<file path="src/rtl/memory_read_unit.sv">
// Purpose : circular-buffer word store; the storage side writes, the consumer side reads.
// Latency : 1 cycle from an accepted rden edge to dout/dvalid; status flags come from registers.
// Backpressure: rden while empty is ignored. wren while full is dropped and sets sticky overflow,
//               unless rden is also high, in which case read and write both proceed.
// Ports   : clk, arst (async active-high); wren/din write side; rden/dout/dvalid read side;
//           empty/full/count status; overflow sticky dropped-write flag.
module memory_read_unit #(
  parameter int WIDTH = 35,
  parameter int DEPTH = 4
) (
  input  logic                       clk,
  input  logic                       arst,
  input  logic                       wren,
  input  logic [WIDTH-1:0]           din,
  input  logic                       rden,
  output logic [WIDTH-1:0]           dout,
  output logic                       dvalid,
  output logic                       empty,
  output logic                       full,
  output logic [$clog2(DEPTH):0]     count,
  output logic                       overflow
);

  localparam int AW = $clog2(DEPTH);
  localparam logic [AW:0] FULL_CNT = (AW+1)'(DEPTH);

  logic [WIDTH-1:0] mem [DEPTH];
  logic [AW-1:0]    wp;
  logic [AW-1:0]    rp;
  logic             wr_ok;
  logic             rd_ok;

  // Flags decode the count register only, so wren/rden never reach them combinationally.
  assign empty = (count == '0);
  assign full  = (count == FULL_CNT);

  // A full buffer still takes a write when a read frees the slot on the same edge.
  assign rd_ok = rden & ~empty;
  assign wr_ok = wren & (~full | rden);

  // Storage needs no reset: entries are only read when count says they are valid.
  // When full, wp==rp; the read below samples the old word before this write lands.
  always_ff @(posedge clk) begin
    if (wr_ok) begin
      mem[wp] <= din;
    end
  end

  always_ff @(posedge clk or posedge arst) begin
    if (arst) begin
      wp       <= '0;
      rp       <= '0;
      count    <= '0;
      dout     <= '0;
      dvalid   <= 1'b0;
      overflow <= 1'b0;
    end else begin
      dvalid <= rd_ok;
      if (wr_ok) begin
        wp <= wp + 1'b1;
      end
      if (rd_ok) begin
        dout <= mem[rp];
        rp   <= rp + 1'b1;
      end
      case ({wr_ok, rd_ok})
        2'b10:   count <= count + 1'b1;
        2'b01:   count <= count - 1'b1;
        default: count <= count;
      endcase
      if (wren & full & ~rden) begin
        overflow <= 1'b1;
      end
    end
  end

endmodule

</file>
<file path="config.mk">
export PLATFORM = sky130hd
export DESIGN_NAME = memory_read_unit
export DESIGN_NICKNAME = d
export VERILOG_FILES = /design/src/rtl/memory_read_unit.sv
export SDC_FILE = /design/constraint.sdc
export NUM_CORES = 1
export LEC_CHECK = 0
export CORE_MARGIN = 3
export CORE_UTILIZATION = 40
export DETAILED_ROUTE_END_ITERATION = 7
export PLACE_DENSITY = 0.7
export SLEW_MARGIN = 0
export SYNTH_ARGS = -nofsm -noshare
export SYNTH_HDL_FRONTEND = slang
export SYNTH_SLANG_ARGS = --single-unit
</file>
<file path="constraint.sdc">
create_clock -name clk -period 2.9 [get_ports clk]
set_clock_uncertainty 0.15 [all_clocks]
set_input_delay 0.29 -clock clk [delete_from_list [all_inputs] [get_ports clk]]
set_output_delay 0.29 -clock clk [all_outputs]
set_load 0.05 [all_outputs]
</file>
### Word-level counts from Yosys, hierarchy flattened

Memories as Yosys holds them, arrays and structs flattened. A register that Yosys moved wholly into a read port is not among the register bits.
Index checks and enable logic that the tools add are counted.

* bitwise gates (word level): 8
* add/sub/neg operators: 4
* reduce and logical (&&, ||, !) cells: 2
* eq/ne operators: 3
* muxes and demuxes: 3

Operator list (number)
* 3-bit case mux with 2 select lines: 1
* 2-bit by 1-bit adder with 2-bit output, second input constant: 2
* 1-bit AND: 4
* 3-bit by 1-bit adder with 3-bit output, second input constant: 1
* 3-bit equality test, second input constant: 1
* 3-bit zero test: 1
* 1-bit NOT: 3
* 3-bit by 1-bit subtractor with 3-bit output, second input constant: 1
* 2-bit by 1-bit equality test with 1-bit output, second input constant: 1
* 2-bit equality test, second input constant: 1
* 1-bit 2-to-1 mux: 2
* 2-bit nonzero test: 1
* 1-bit bitwise OR: 1

* output and inout port bits: 42
* logic and storage cells: 26
* register bits after elaboration: 9
* memories: 1
* bits in writable memories: 140

Memory list
* mem: depth 4, width 35, read ports 1, clocked after memory_dff 1, write ports 1, RTL line 27 `logic [WIDTH-1:0] mem [DEPTH];`

### Depth between registers and ports, before layout

Gate-level depths: netlist of run 1.

* word-level depth: 6
* mapped depth: 9

### Least setup slack after synthesis of run 1

No wires, ideal clock.

* path kind: flip-flop to flip-flop
* start: reg count[2]
* end: mem mem[0][0], enable pin
* arrival: 2.022 ns
* period minus slack after synthesis: 2.567 ns
* path slack: 0.333 ns
* library setup time: 0.395 ns
* path buffers: 0
* cell stages (with the launch flop): 4
* cells stage by stage: dfrtp_1 nor4b_2 nor2b_2 and2_1

* word-level cells in the longest chain between the ends: 6

RTL lines
* from (decl): RTL line 20 `output logic [$clog2(DEPTH):0] count,`
* from (signal assigned): RTL line 67 `2'b10: count <= count + 1'b1;`
* from (signal assigned): RTL line 68 `2'b01: count <= count - 1'b1;`
* from (signal assigned): RTL line 69 `default: count <= count;`
* 3-bit equality test: RTL line 35 `assign full = (count == FULL_CNT);`
* 1-bit NOT: RTL line 39 `assign wr_ok = wren & (~full | rden);`
* 1-bit bitwise OR: RTL line 39
* 1-bit AND: RTL line 39
* 1-bit 2-to-1 mux: RTL line 44 `if (wr_ok) begin`
* 1-bit 2-to-1 mux (implied by the code): RTL line 45 `mem[wp] <= din;`
* to (decl): RTL line 27

No other way between the ends.

### Worst setup path after layout of run 1

* start: reg count[0]
* end: out full

* word-level cells in the longest chain between the ends: 1

RTL lines
* 3-bit equality test: RTL line 35
* to (decl): RTL line 19 `output logic full,`

No other way between the ends.

==> metrics.md, run 1 <==
| Metric | Value |
|---|---|
| Fmax achieved | 0.406 GHz |
| Antenna viol nets, final | 0 |
| Unique cell type count in the Yosys netlist | 24 |
| Total power | 9.60 mW |
| Clock transition at the register clock pins on the worst setup and hold paths after CTS | 0.06 ns |
| Finished layout cell area | 8580 µm² |
| CTS-repair resized insts | 0 |
| XOR/XNOR Fraction of Synth Area | 0.00765 |
| First-pass GRT wire length | 19800 µm |
| TritonCTS clock tree | yes |
| Category of the worst setup path launch point | flop |
| Net Count, Synth | 417 |
| Horiz. Die Dim | 137 µm |
| Number of storage elements in the synthesis netlist | 184 |
| Final cycle utilization of the critical path | 0.849 |
| Run status | finished, final reports clean |
| Die height | 137 µm |
| Final TNS setup | 0 ns |
| Total GRT Usage | 0.145 |
| Hold violation count in the final report | 0 |
| Complex-gate fraction of the synthesized area | 0.00419 |
| Number of global-route vias before repair | 3709 |
| Number of max-capacitance violations reported | 0 |
| Dominant combinational cell family by area after synthesis | multiplexers |
| Fill cells | 1385 |
| Setup fix buffers added after clock tree synthesis | 0 |
| Area after detailed placement | 7970 µm² |
| Worst endpoint required time | 2.46 ns |
| Number of antenna violations at the first check in global routing | 0 |
| Synth-to-layout area growth | 24.9% |
| Multi-input logic area | 1440 µm² |
| DRC viols | 0 |
| Kind of capture point of the worst setup path | primary output |
| Number of sinks on the clock net | 184 |
| Pwr/cell area | 1120 nW/µm² |
| Fraction of layout instances using a drive strength above 1 | 0.183 |
| Portion of the post-synthesis area used by sequential elements | 0.772 |
| Quantity of I/O buffers inserted on ports | 80 |
| Clock Root Buffer | sky130_fd_sc_hd__clkbuf_16 |
| Max H-tree Level | 4 |
| I/O pin count | 81 |
| Slew at the pin with the worst max-slew slack | 0.937 ns |
| Worst min-delay path category | flop to flop |
| Worst ir drop on vdd | 0.586 mV |
| Mapped Area | 6870 µm² |
| Most common cell after layout, fill and taps aside | sky130_fd_sc_hd__edfxtp_1 |
| Final WL | 12500 µm |
| Antenna diodes | 0 |
| Maximum fanout count along the critical path | 6 |
| Post-DR vias/cell | 4.83 |
| Synthesized-area fraction occupied by adder cells | 0.0120 |
| Buffer levels on the longest clock path | 2 |
| Multiplexer share of the synthesized area | 0.118 |
| Final nets | 514 |
| Router iterations before antenna repair | 4 |
| Final setup vio count | 0 |
| RD Place Congestion | 0.645 |
| Mapped Cells | 372 |
| Number of slew-limit violations in the final report | 0 |
| Commonest cells after routing, fill and taps aside | 140 x sky130_fd_sc_hd__edfxtp_1, 106 x sky130_fd_sc_hd__nand2_1, 80 x sky130_fd_sc_hd__clkdlybuf4s50_1, 42 x sky130_fd_sc_hd__dfrtp_1, 35 x sky130_fd_sc_hd__mux4_2 |
| Die area | 18800 µm² |
| Simple-Gate Fraction of Synth Area | 0.0672 |
| WL per Instance | 17.9 µm |
| Placeable core region | 16700 µm² |
| Initial core utilization | 0.411 |
| Pin count of the biggest net entering global routing | 38 |
| Setup repair after global routing missed its margin | false |
| Time the worst path needs with I/O delays and setup | 2.46 ns |
| Clock latency on the worst-skew pair | 0.42 ns |
| Number of vias in the routed layout | 3388 |
| Number of core rows | 47 |
| Number of DRC markers after the initial detailed-route iteration | 255 |
| Static leakage power | 3.16 nW |
| Area used by sequential logic in the layout | 5310 µm² |
| Cts bufs inserted | 17 |
| Critical Setup Path Class | flop to primary output |
| Arrival @ worst endpoint | 2.02 ns |
| Mean post-synth cell area | 18.5 µm² |
| Headroom to the max-slew limit | 0.375 |
| Syn. warnings | 0 |
| Leftover overflow at the end of global routing | 0 |
| Post-detailed-placement half-perimeter wirelength | 7860 µm |
-- cell families (layout without fill, tap and decap cells) --
logic type                 Yosys count  after routing
AOI/OAI and AO/OA                    2              2
xor gates and xnor gates             6              6
adders and majority gates            6              6
buffers and inverters               22            132
DFF                                184            184
muxes                               37             37
and+or+nand+nor                    115            115
-- worst paths after layout --
kind	cells after the start	slack (ns)	endpoint	from
setup / recovery	3	0.44	full	count[0]$_DFFE_PP0P_
min in group asynchronous	3	0.48	overflow$_DFFE_PP0P_	arst
hold / removal	1	0.31	overflow$_DFFE_PP0P_	overflow$_DFFE_PP0P_
max in group asynchronous	4	1.60	dout[18]$_DFFE_PP0P_	arst
setup reg to reg	9	0.48	count[2]$_DFFE_PP0P_	count[0]$_DFFE_PP0P_
hold reg to reg	1	0.31	overflow$_DFFE_PP0P_	overflow$_DFFE_PP0P_
-- power by group --
part	switching, mW	leakage [nW]	internal (mW)	total, mW
logic	1.96	1.06	1.33	3.30
registers	0.427	1.81	3.57	4.00
clock network	0.948	0.293	1.36	2.31
total	3.34	3.16	6.27	9.60
-- state kept, by name (all words and copies together), names as in the netlist --
register  count
wp            2
overflow      1
dout         35
mem         140
rp            2
dvalid        1
count         3
-- metrics by stage --
step           setup WS [ns]  hold slack (ns)  cells  utilization
2_1_floorplan          0.333            0.239    372            -
3_3_place_gp           0.377            0.299    669        0.477
3_5_place_dp           0.231            0.309    669        0.477
4_1_cts                0.411            0.306    702        0.514
5_1_grt                0.333            0.321    702        0.514
6_report               0.439            0.311    702        0.514
-- critical path, cell delays in order, from the launching register on --
cell and delay, ns:
sky130_fd_sc_hd__dfrtp_1 0.48, sky130_fd_sc_hd__inv_1 0.15, sky130_fd_sc_hd__and3_1 0.17, sky130_fd_sc_hd__clkdlybuf4s50_1 0.80
-- final cells by class --
cell class | instances | area share
sequential | 184 | 0.618
clock buffer | 17 | 0.0496
tap | 220 | 0.0321
inverter | 8 | 0.00350
timing repair buffer | 92 | 0.108
clock inverter | 15 | 0.0204
multi-input combinational | 166 | 0.168
-- per-layer routing --
metal | wire length, µm | global-route usage
met1 | 5190 | 0.181
met2 | 6510 | 0.241
met3 | 653 | 0.0357
met4 | 184 | 0.0604
met5 | 0 | 0
-- cells in the mapped netlist (all sizes together) --
cell / instances / share of area
ha: 5 / 0.0091
o31ai: 1 / 0.0031
inv: 8 / 0.0044
fa: 1 / 0.0029
xnor2: 4 / 0.0051
nand2: 106 / 0.058
mux4: 35 / 0.11
and2: 4 / 0.0036
edfxtp: 140 / 0.61
dfrtp: 44 / 0.16
nor2b: 1 / 0.0013
and3: 1 / 0.00091
clkbuf: 1 / 0.00055
buf: 13 / 0.014
mux2: 1 / 0.0016
nor2: 1 / 0.00055
nor3: 1 / 0.00073
xor2: 2 / 0.0025
mux2i: 1 / 0.0015
nor4b: 1 / 0.0022
a21o: 1 / 0.0011
-- repair_timing --
action,CTS,global route
endpoints found under the hold margin,5,0
hold buffers,1,0
setup endpoints to repair,0,0
(Power assumes the default switching activity.)
==> run 2: changes to the inputs <==
==> constraint.sdc (replaced) <==
create_clock -name clk -period 2.5 [get_ports clk]
set_clock_uncertainty 0.15 [all_clocks]
set_input_delay 0.25 -clock clk [delete_from_list [all_inputs] [get_ports clk]]
set_output_delay 0.25 -clock clk [all_outputs]
set_load 0.05 [all_outputs]
==> run 2 against run 1 <==
Compared with the run above: via count increased by 1.0%; critical path depth stayed put; worst setup slack worse by 0.34 ns; routed wire length fell by 0.70%; flip-flop and latch count did not move; sequential share of layout area is 0.50 points lower; clock power grew 25%; register-to-register slack worse by 0.36 ns; largest cell class unchanged; first-iteration DRC count is 18% lower; design area grew 0.82%; non-clock buffer count is the same; hold slack lost 0.21 ns.
==> metrics.md, run 2 (same netlist as run 1, synthesis figures left out) <==
| Metric | Value |
|---|---|
| Run status | finished, final reports clean |
| Area after detailed placement | 8010 µm² (+0.41%) |
| Final setup vio count | 0 (unchanged) |
| Quantity of I/O buffers inserted on ports | 80 (unchanged) |
| Setup repair after global routing missed its margin | false |
| Die height | 137 µm (unchanged) |
| Fraction of power spent switching nets | 0.342 (-0.00583) |
| CTS-repair resized insts | 0 (unchanged) |
| Setup fix buffers added after clock tree synthesis | 0 (unchanged) |
| RD Place Congestion | 0.637 (-1.3%) |
| Placeable core region | 16700 µm² (unchanged) |
| Relative contribution of combinational cells to total power | 0.350 (+0.007) |
| Final cell count without fillers | 702 (unchanged) |
| Final TNS setup | 0 ns (unchanged) |
| WL per Instance | 17.7 µm (-0.70%) |
| Sequential fraction of design power | 0.397 (-0.020) |
| Cts bufs inserted | 17 (unchanged) |
| Category of the worst setup path launch point | flop |
| Clock Root Buffer | sky130_fd_sc_hd__clkbuf_16 |
| Kind of capture point of the worst setup path | primary output |
| Antenna diodes | 0 (unchanged) |
| Total GRT Usage | 0.144 (-0.000763) |
| Finished layout cell area | 8650 µm² (+0.82%) |
| Number of antenna violations at the first check in global routing | 0 (unchanged) |
| Registers with the highest flip-flop counts | mem x140, dout x35, count x3 |
| Commonest cells after routing, fill and taps aside | 140 x sky130_fd_sc_hd__edfxtp_1, 106 x sky130_fd_sc_hd__nand2_1, 80 x sky130_fd_sc_hd__clkdlybuf4s50_1, 42 x sky130_fd_sc_hd__dfrtp_1, 35 x sky130_fd_sc_hd__mux4_2 |
| Headroom to the max-slew limit | 0.552 (+0.176) |
| Critical Setup Path Class | flop to primary output |
| Switching power of the nets | 3.89 mW (+16%) |
| Worst ir drop on vdd | 0.745 mV (+27%) |
| Final cycle utilization of the critical path | 0.961 |
| Number of vias in the routed layout | 3423 (+1.0%) |
| Post-detailed-placement half-perimeter wirelength | 7870 µm (about the same) |
| Max H-tree Level | 4 (unchanged) |
| Number of global-route vias before repair | 3674 (-0.94%) |
| Fraction of layout instances using a drive strength above 1 | 0.187 (+0.00415) |
| Crit Reg-Reg Startpoint | count[0]$_DFFE_PP0P_ |
| Final nets | 514 (unchanged) |
| Cts-stage hold buffer count | 0 (-1) |
| Buffer levels on the longest clock path | 2 (unchanged) |
| Die area | 18800 µm² (unchanged) |
| Horiz. Die Dim | 137 µm (unchanged) |
| Worst endpoint required time | 2.10 ns (-0.36 ns) |
| Pin count of the biggest net entering global routing | 38 (unchanged) |
| Hold violation count in the final report | 0 (unchanged) |
| Total power | 11.4 mW (+18%) |
| Worst min-delay path category | primary input to asynchronous set/reset pin |
| DRC viols | 0 (unchanged) |
| Static leakage power | 3.19 nW (+0.80%) |
| Launching instance or port of the critical path | count[0]$_DFFE_PP0P_ |
| Number of core rows | 47 (unchanged) |
| Pwr/cell area | 1310 nW/µm² (+18%) |
| Placed cell count | 670 (+0.15%) |
| Leftover overflow at the end of global routing | 0 (unchanged) |
| Final WL | 12400 µm (-0.70%) |
| Most common cell after layout, fill and taps aside | sky130_fd_sc_hd__edfxtp_1 |
| Number of sinks on the clock net | 184 (unchanged) |
| Antenna viol nets, final | 0 (unchanged) |
| Post-DR vias/cell | 4.88 (+1.0%) |
| Synth-to-layout area growth | 25.9% |
| Register ranked first by flip-flop count | mem |
| Initial core utilization | 0.411 (unchanged) |
| I/O pin count | 81 (unchanged) |
| First-pass GRT wire length | 19900 µm (+0.56%) |
| Number of DRC markers after the initial detailed-route iteration | 208 (-18%) |
| Time the worst path needs with I/O delays and setup | 2.40 ns |
| Number of slew-limit violations in the final report | 0 (unchanged) |
| Arrival @ worst endpoint | 2.00 ns (-0.02 ns) |
| Slew at the pin with the worst max-slew slack | 0.672 ns (-0.266 ns) |
| Internal power consumption | 7.49 mW (+20%) |
| Final critical-path setup slack | 0.0968 ns (-0.342 ns) |
| Fmax achieved | 0.416 GHz |
| Setup slack after placement | -0.0317 ns (-0.263 ns) |
| TritonCTS clock tree | yes |
| Number of max-capacitance violations reported | 0 (unchanged) |
| Flip-flop count of the largest register, all copies and words added | 140 (unchanged) |
| Router iterations before antenna repair | 4 (unchanged) |
| Fraction of power consumed by the clock network | 0.254 (+0.014) |
| Clock latency on the worst-skew pair | 0.42 ns (about the same) |
| Final Hold Slack | 0.0999 ns (-0.211 ns) |
| Utilization of the core after routing | 0.518 (+0.00420) |
| Clock transition at the register clock pins on the worst setup and hold paths after CTS | 0.07 ns (about the same) |
| Maximum fanout count along the critical path | 6 (unchanged) |
==> run 2: cell count changes in the layout (fill, tap and decap cells not counted) <==
cell	previous run	this run
sky130_fd_sc_hd__clkinv_2	4	3
sky130_fd_sc_hd__bufinv_16	3	5
sky130_fd_sc_hd__buf_4	8	7
sky130_fd_sc_hd__inv_8	1	0
sky130_fd_sc_hd__dlygate4sd3_1	1	0
sky130_fd_sc_hd__buf_12	3	5
sky130_fd_sc_hd__clkinvlp_4	2	3
sky130_fd_sc_hd__clkinv_4	2	1
sky130_fd_sc_hd__clkinv_1	1	0
sky130_fd_sc_hd__inv_6	2	3
==> run 2: worst paths after layout <==
kind,to,depth (start not counted),slack (ns)
setup reg to reg,count[2]$_DFFE_PP0P_,9,0.12
hold reg to reg,overflow$_DFFE_PP0P_,1,0.31
max in group asynchronous,dout[8]$_DFFE_PP0P_,3,1.56
hold / removal,count[1]$_DFFE_PP0P_,2,0.1
min in group clk,overflow$_DFFE_PP0P_,2,0.29
setup / recovery,full,3,0.1
==> run 2: area by class of cell <==
type | count | area, µm²
Clock buffer | 17 | 425
Clock inverter | 15 | 223
Fill cell | 1379 | 8050
Inverter | 8 | 30.0
Multi-Input combinational cell | 166 | 1440
Sequential cell | 184 | 5310
Tap cell | 220 | 275
Timing Repair Buffer | 92 | 953
==> run 2: critical path, cell delays in order (launching register included) <==
cell                              delay, ns
sky130_fd_sc_hd__dfrtp_1               0.48
sky130_fd_sc_hd__inv_1                 0.14
sky130_fd_sc_hd__and3_1                0.16
sky130_fd_sc_hd__clkdlybuf4s50_1       0.80
==> run 2: layer usage <==
layer | up-vias | routed length [µm] | GRT usage
li1 | 1565 | - | -
met1 | 1758 | 5210 | 0.181
met2 | 82 | 6510 | 0.246
met3 | 18 | 567 | 0.0360
met4 | 0 | 162 | 0.0466
met5 | - | 0 | 0
==> run 2: power groups by stage <==
stage	clock, mW	sequential (mW)	combinational [mW]
after floorplan	0	5.57	1.73
after global placement	0	4.53	3.99
after detailed placement	0	4.58	4.05
after CTS	2.95	4.53	4.06
after global routing	3.09	4.60	4.27
final	2.89	4.51	3.98
==> run 3: changes to the inputs <==
--- a/config.mk
+++ b/config.mk
@@ -5,6 +5,7 @@
 export SDC_FILE = /design/constraint.sdc
 export NUM_CORES = 1
 export LEC_CHECK = 0
+export ABC_AREA = 1
 export CORE_MARGIN = 3
 export CORE_UTILIZATION = 40
 export DETAILED_ROUTE_END_ITERATION = 7
==> run 3 against run 2 <==
Compared with the run above: register-to-register slack gained 0.20 ns; flip-flop and latch count is the same; critical path depth grew 1; worst setup slack gained 0.015 ns; maximum frequency grew 0.64%; combinational power grew 18%; clock-buffer cell count grew 6; largest cell class unchanged; clock power shrank 9.0%.
==> metrics.md, run 3 <==
| Metric | Value |
|---|---|
| Run status | finished, final reports clean |
| Pwr/cell area | 1240 nW/µm² (-5.9%) |
| Peak per-stage delay on the critical path | 0.80 ns (about the same) |
| Clock Root Buffer | sky130_fd_sc_hd__clkbuf_16 |
| Die area | 20900 µm² (+11%) |
| Syn. warnings | 0 (unchanged) |
| Final WL | 15400 µm (+24%) |
| Net Count, Synth | 803 (+93%) |
| Kind of capture point of the worst setup path | primary output |
| Mean post-synth cell area | 10.2 µm² (-45%) |
| Total power | 11.7 mW (+3.1%) |
| Setup repair after global routing missed its margin | false |
| Series of cell instances along the critical path | inv_1 > nand2_1 > nor2_1 > clkdlybuf4s50_1 |
| Fmax achieved | 0.419 GHz (+0.64%) |
| Placeable core region | 18800 µm² (+13%) |
| Most used flip-flop cell after synthesis | sky130_fd_sc_hd__edfxtp_1 |
| Final nets | 891 (+73%) |
| Number of storage elements in the synthesis netlist | 184 (unchanged) |
| Final cycle utilization of the critical path | 0.955 (-0.00609) |
| Worst ir drop on vdd | 0.826 mV (+11%) |
| Hold violation count in the final report | 0 (unchanged) |
| Final Hold Slack | 0.103 ns (+0.00310 ns) |
| Unique cell type count in the Yosys netlist | 20 (-17%) |
| Largest delay share family, worst path | buffers and inverters |
| Pin count of the biggest net entering global routing | 45 (+18%) |
| Commonest cells after routing, fill and taps aside | 293 x sky130_fd_sc_hd__nand2_1, 152 x sky130_fd_sc_hd__inv_1, 140 x sky130_fd_sc_hd__edfxtp_1, 79 x sky130_fd_sc_hd__clkdlybuf4s50_1, 74 x sky130_fd_sc_hd__nand3_1 |
| Headroom to the max-slew limit | 0.314 (-0.238) |
| Total GRT Usage | 0.157 (+0.0132) |
| Number of flops mapped to enable cells by yosys | 140 (unchanged) |
| Proportion of register bits with asynchronous set or reset after synthesis | 0.239 (unchanged) |
| Synth-to-layout area growth | 23.2% |
| Clock latency on the worst-skew pair | 0.43 ns (about the same) |
| Final TNS setup | 0 ns (unchanged) |
| Post-DR vias/cell | 4.46 (-8.5%) |
| Slowest stage cell on the critical path | sky130_fd_sc_hd__clkdlybuf4s50_1 |
| Mapped Cells | 758 (+100%) |
| Launching instance or port of the critical path | count[1]$_DFFE_PP0P_ |
| Leftover overflow at the end of global routing | 0 (unchanged) |
| TritonCTS clock tree | yes |
| Registers with the highest flip-flop counts | mem x140, dout x35, count x3 |
| Worst endpoint required time | 2.10 ns (about the same) |
| Number of vias in the routed layout | 4991 (+46%) |
| DRC viols | 0 (unchanged) |
| RD Place Congestion | 0.743 (+17%) |
| Critical Setup Path Class | flop to primary output |
| Static leakage power | 4.37 nW (+37%) |
| Router iterations before antenna repair | 4 (unchanged) |
| Cell with the most instances after synthesis | sky130_fd_sc_hd__nand2_1 |
| Utilization of the core after routing | 0.503 (-0.0148) |
| Portion of the post-synthesis area used by sequential elements | 0.689 (-0.0826) |
| Horiz. Die Dim | 145 µm (+5.6%) |
| Register ranked first by flip-flop count | mem |
| Crit Reg-Reg Startpoint | count[0]$_DFFE_PP0P_ |
| WL per Instance | 13.8 µm (-22%) |
| Cts bufs inserted | 17 (unchanged) |
| Post-detailed-placement half-perimeter wirelength | 9460 µm (+20%) |
| Top-area cell type share of the netlist area | 0.546 (-0.0655) |
| Cell type contributing the most total cell area after synthesis | sky130_fd_sc_hd__edfxtp_1 |
| Antenna diodes | 0 (unchanged) |
| Time the worst path needs with I/O delays and setup | 2.39 ns (-0.0152 ns) |
| Top cells by area in the synthesized netlist | sky130_fd_sc_hd__edfxtp_1 55%, sky130_fd_sc_hd__dfrtp_1 14%, sky130_fd_sc_hd__nand2_1 14% |
| Slew at the pin with the worst max-slew slack | 1.03 ns (+0.354 ns) |
| Buffer levels on the longest clock path | 2 (unchanged) |
| Max H-tree Level | 4 (unchanged) |
| Number of slew-limit violations in the final report | 0 (unchanged) |
| Arrival @ worst endpoint | 1.99 ns (about the same) |
| Flip-flop count of the largest register, all copies and words added | 140 (unchanged) |
| Number of core rows | 50 (+6.4%) |
| Number of antenna violations at the first check in global routing | 1 (+1) |
| Number of max-capacitance violations reported | 0 (unchanged) |
| Quantity of I/O buffers inserted on ports | 80 (unchanged) |
| Synth top cells by count | 293 x sky130_fd_sc_hd__nand2_1, 153 x sky130_fd_sc_hd__inv_1, 140 x sky130_fd_sc_hd__edfxtp_1, 74 x sky130_fd_sc_hd__nand3_1, 44 x sky130_fd_sc_hd__dfrtp_1 |
| Area after detailed placement | 8890 µm² (+11%) |
| CP Buf/Inv Count | 2 (unchanged) |
| Finished layout cell area | 9480 µm² (+9.5%) |
| Most common cell after layout, fill and taps aside | sky130_fd_sc_hd__nand2_1 |
| Number of global-route vias before repair | 5024 (+37%) |
| Cts-stage hold buffer count | 0 (unchanged) |
| Number of sinks on the clock net | 184 (unchanged) |
| Worst min-delay path category | primary input to asynchronous set/reset pin |
| Number of DRC markers after the initial detailed-route iteration | 288 (+38%) |
| Initial core utilization | 0.409 (-0.00281) |
| Final setup vio count | 0 (unchanged) |
| Clock transition at the register clock pins on the worst setup and hold paths after CTS | 0.07 ns (about the same) |
| First-pass GRT wire length | 25200 µm (+26%) |
| Maximum fanout count along the critical path | 4 (-2) |
| Die height | 145 µm (+5.6%) |
| I/O pin count | 81 (unchanged) |
| Category of the worst setup path launch point | flop |
| Fraction of layout instances using a drive strength above 1 | 0.0698 (-0.117) |
| Mapped Area | 7690 µm² (+12%) |
| Antenna viol nets, final | 0 (unchanged) |
==> run 3: cell types whose count changed after synthesis, sizes merged, moves of 3 or more <==
cell,before,now
xnor2,4,1
and2,4,0
nor2,1,7
o21ai,0,3
nand2,106,293
inv,8,157
nand3,0,74
buf,13,29
mux4,35,0
==> run 3: routing by layer <==
metal  vias up  GRT usage  wire, µm
li1       2512          -         -
met1      2353      0.190      6430
met2       104      0.275      7970
met3        20     0.0407       753
met4         2     0.0525       229
met5         -          0         9
==> run 3: final timing paths <==
kind                                             end  cells past startpoint  slack [ns]
worst max-delay path                            full                      4        0.11
worst min-delay path            dout[23]$_DFFE_PP0P_                      2        0.10
worst max register to register  count[2]$_DFFE_PP0P_                      9        0.32
worst min register to register  dout[14]$_DFFE_PP0P_                      2        0.33
max in group asynchronous       dout[29]$_DFFE_PP0P_                      3        1.50
min in group clk                mem[1][26]$_DFFE_PP_                      1        0.31
==> run 3: layout make-up <==
| cell class | instances | area [µm²] |
|---|---|---|
| Clock buffer | 23 | 500 |
| Tap cell | 260 | 325 |
| Inverter | 157 | 589 |
| Timing Repair Buffer | 98 | 988 |
| Clock inverter | 9 | 83.8 |
| Multi-Input combinational cell | 388 | 1690 |
| Sequential cell | 184 | 5310 |
| Fill cell | 1645 | 9350 |
==> run 3: metrics by stage <==
step | cells | setup slack (ns)
6_report | 1119 | 0.112
5_1_grt | 1119 | 0.0125
4_1_cts | 1119 | 0.0846
3_5_place_dp | 1087 | 0.140
3_3_place_gp | 1087 | 0.189
2_1_floorplan | 758 | -0.162
==> run 3: kinds of logic (layout without fill, tap and decap cells) <==
family | count (synthesis) | count (layout) | synth area share
xor gates and xnor gates | 3 | 3 | 0.00342
DFF | 184 | 184 | 0.689
adders and majority gates | 6 | 6 | 0.0107
and+or+nand+nor | 374 | 374 | 0.194
AOI/OAI and AO/OA | 5 | 5 | 0.00553
buffers and inverters | 186 | 287 | 0.0964
==> run 3: where the power goes <==
part           total (mW)  switching [mW]  internal [mW]
sequential           4.41           0.306           4.11
combinational        4.68            3.23           1.46
clock                2.63            1.11           1.52
total                11.7            4.64           7.09
==> run 3: what timing repair did <==
action | CTS | global route
setup buffers | 0 | 0
gates resized for setup | 0 | 1
setup endpoints to repair | 0 | 1
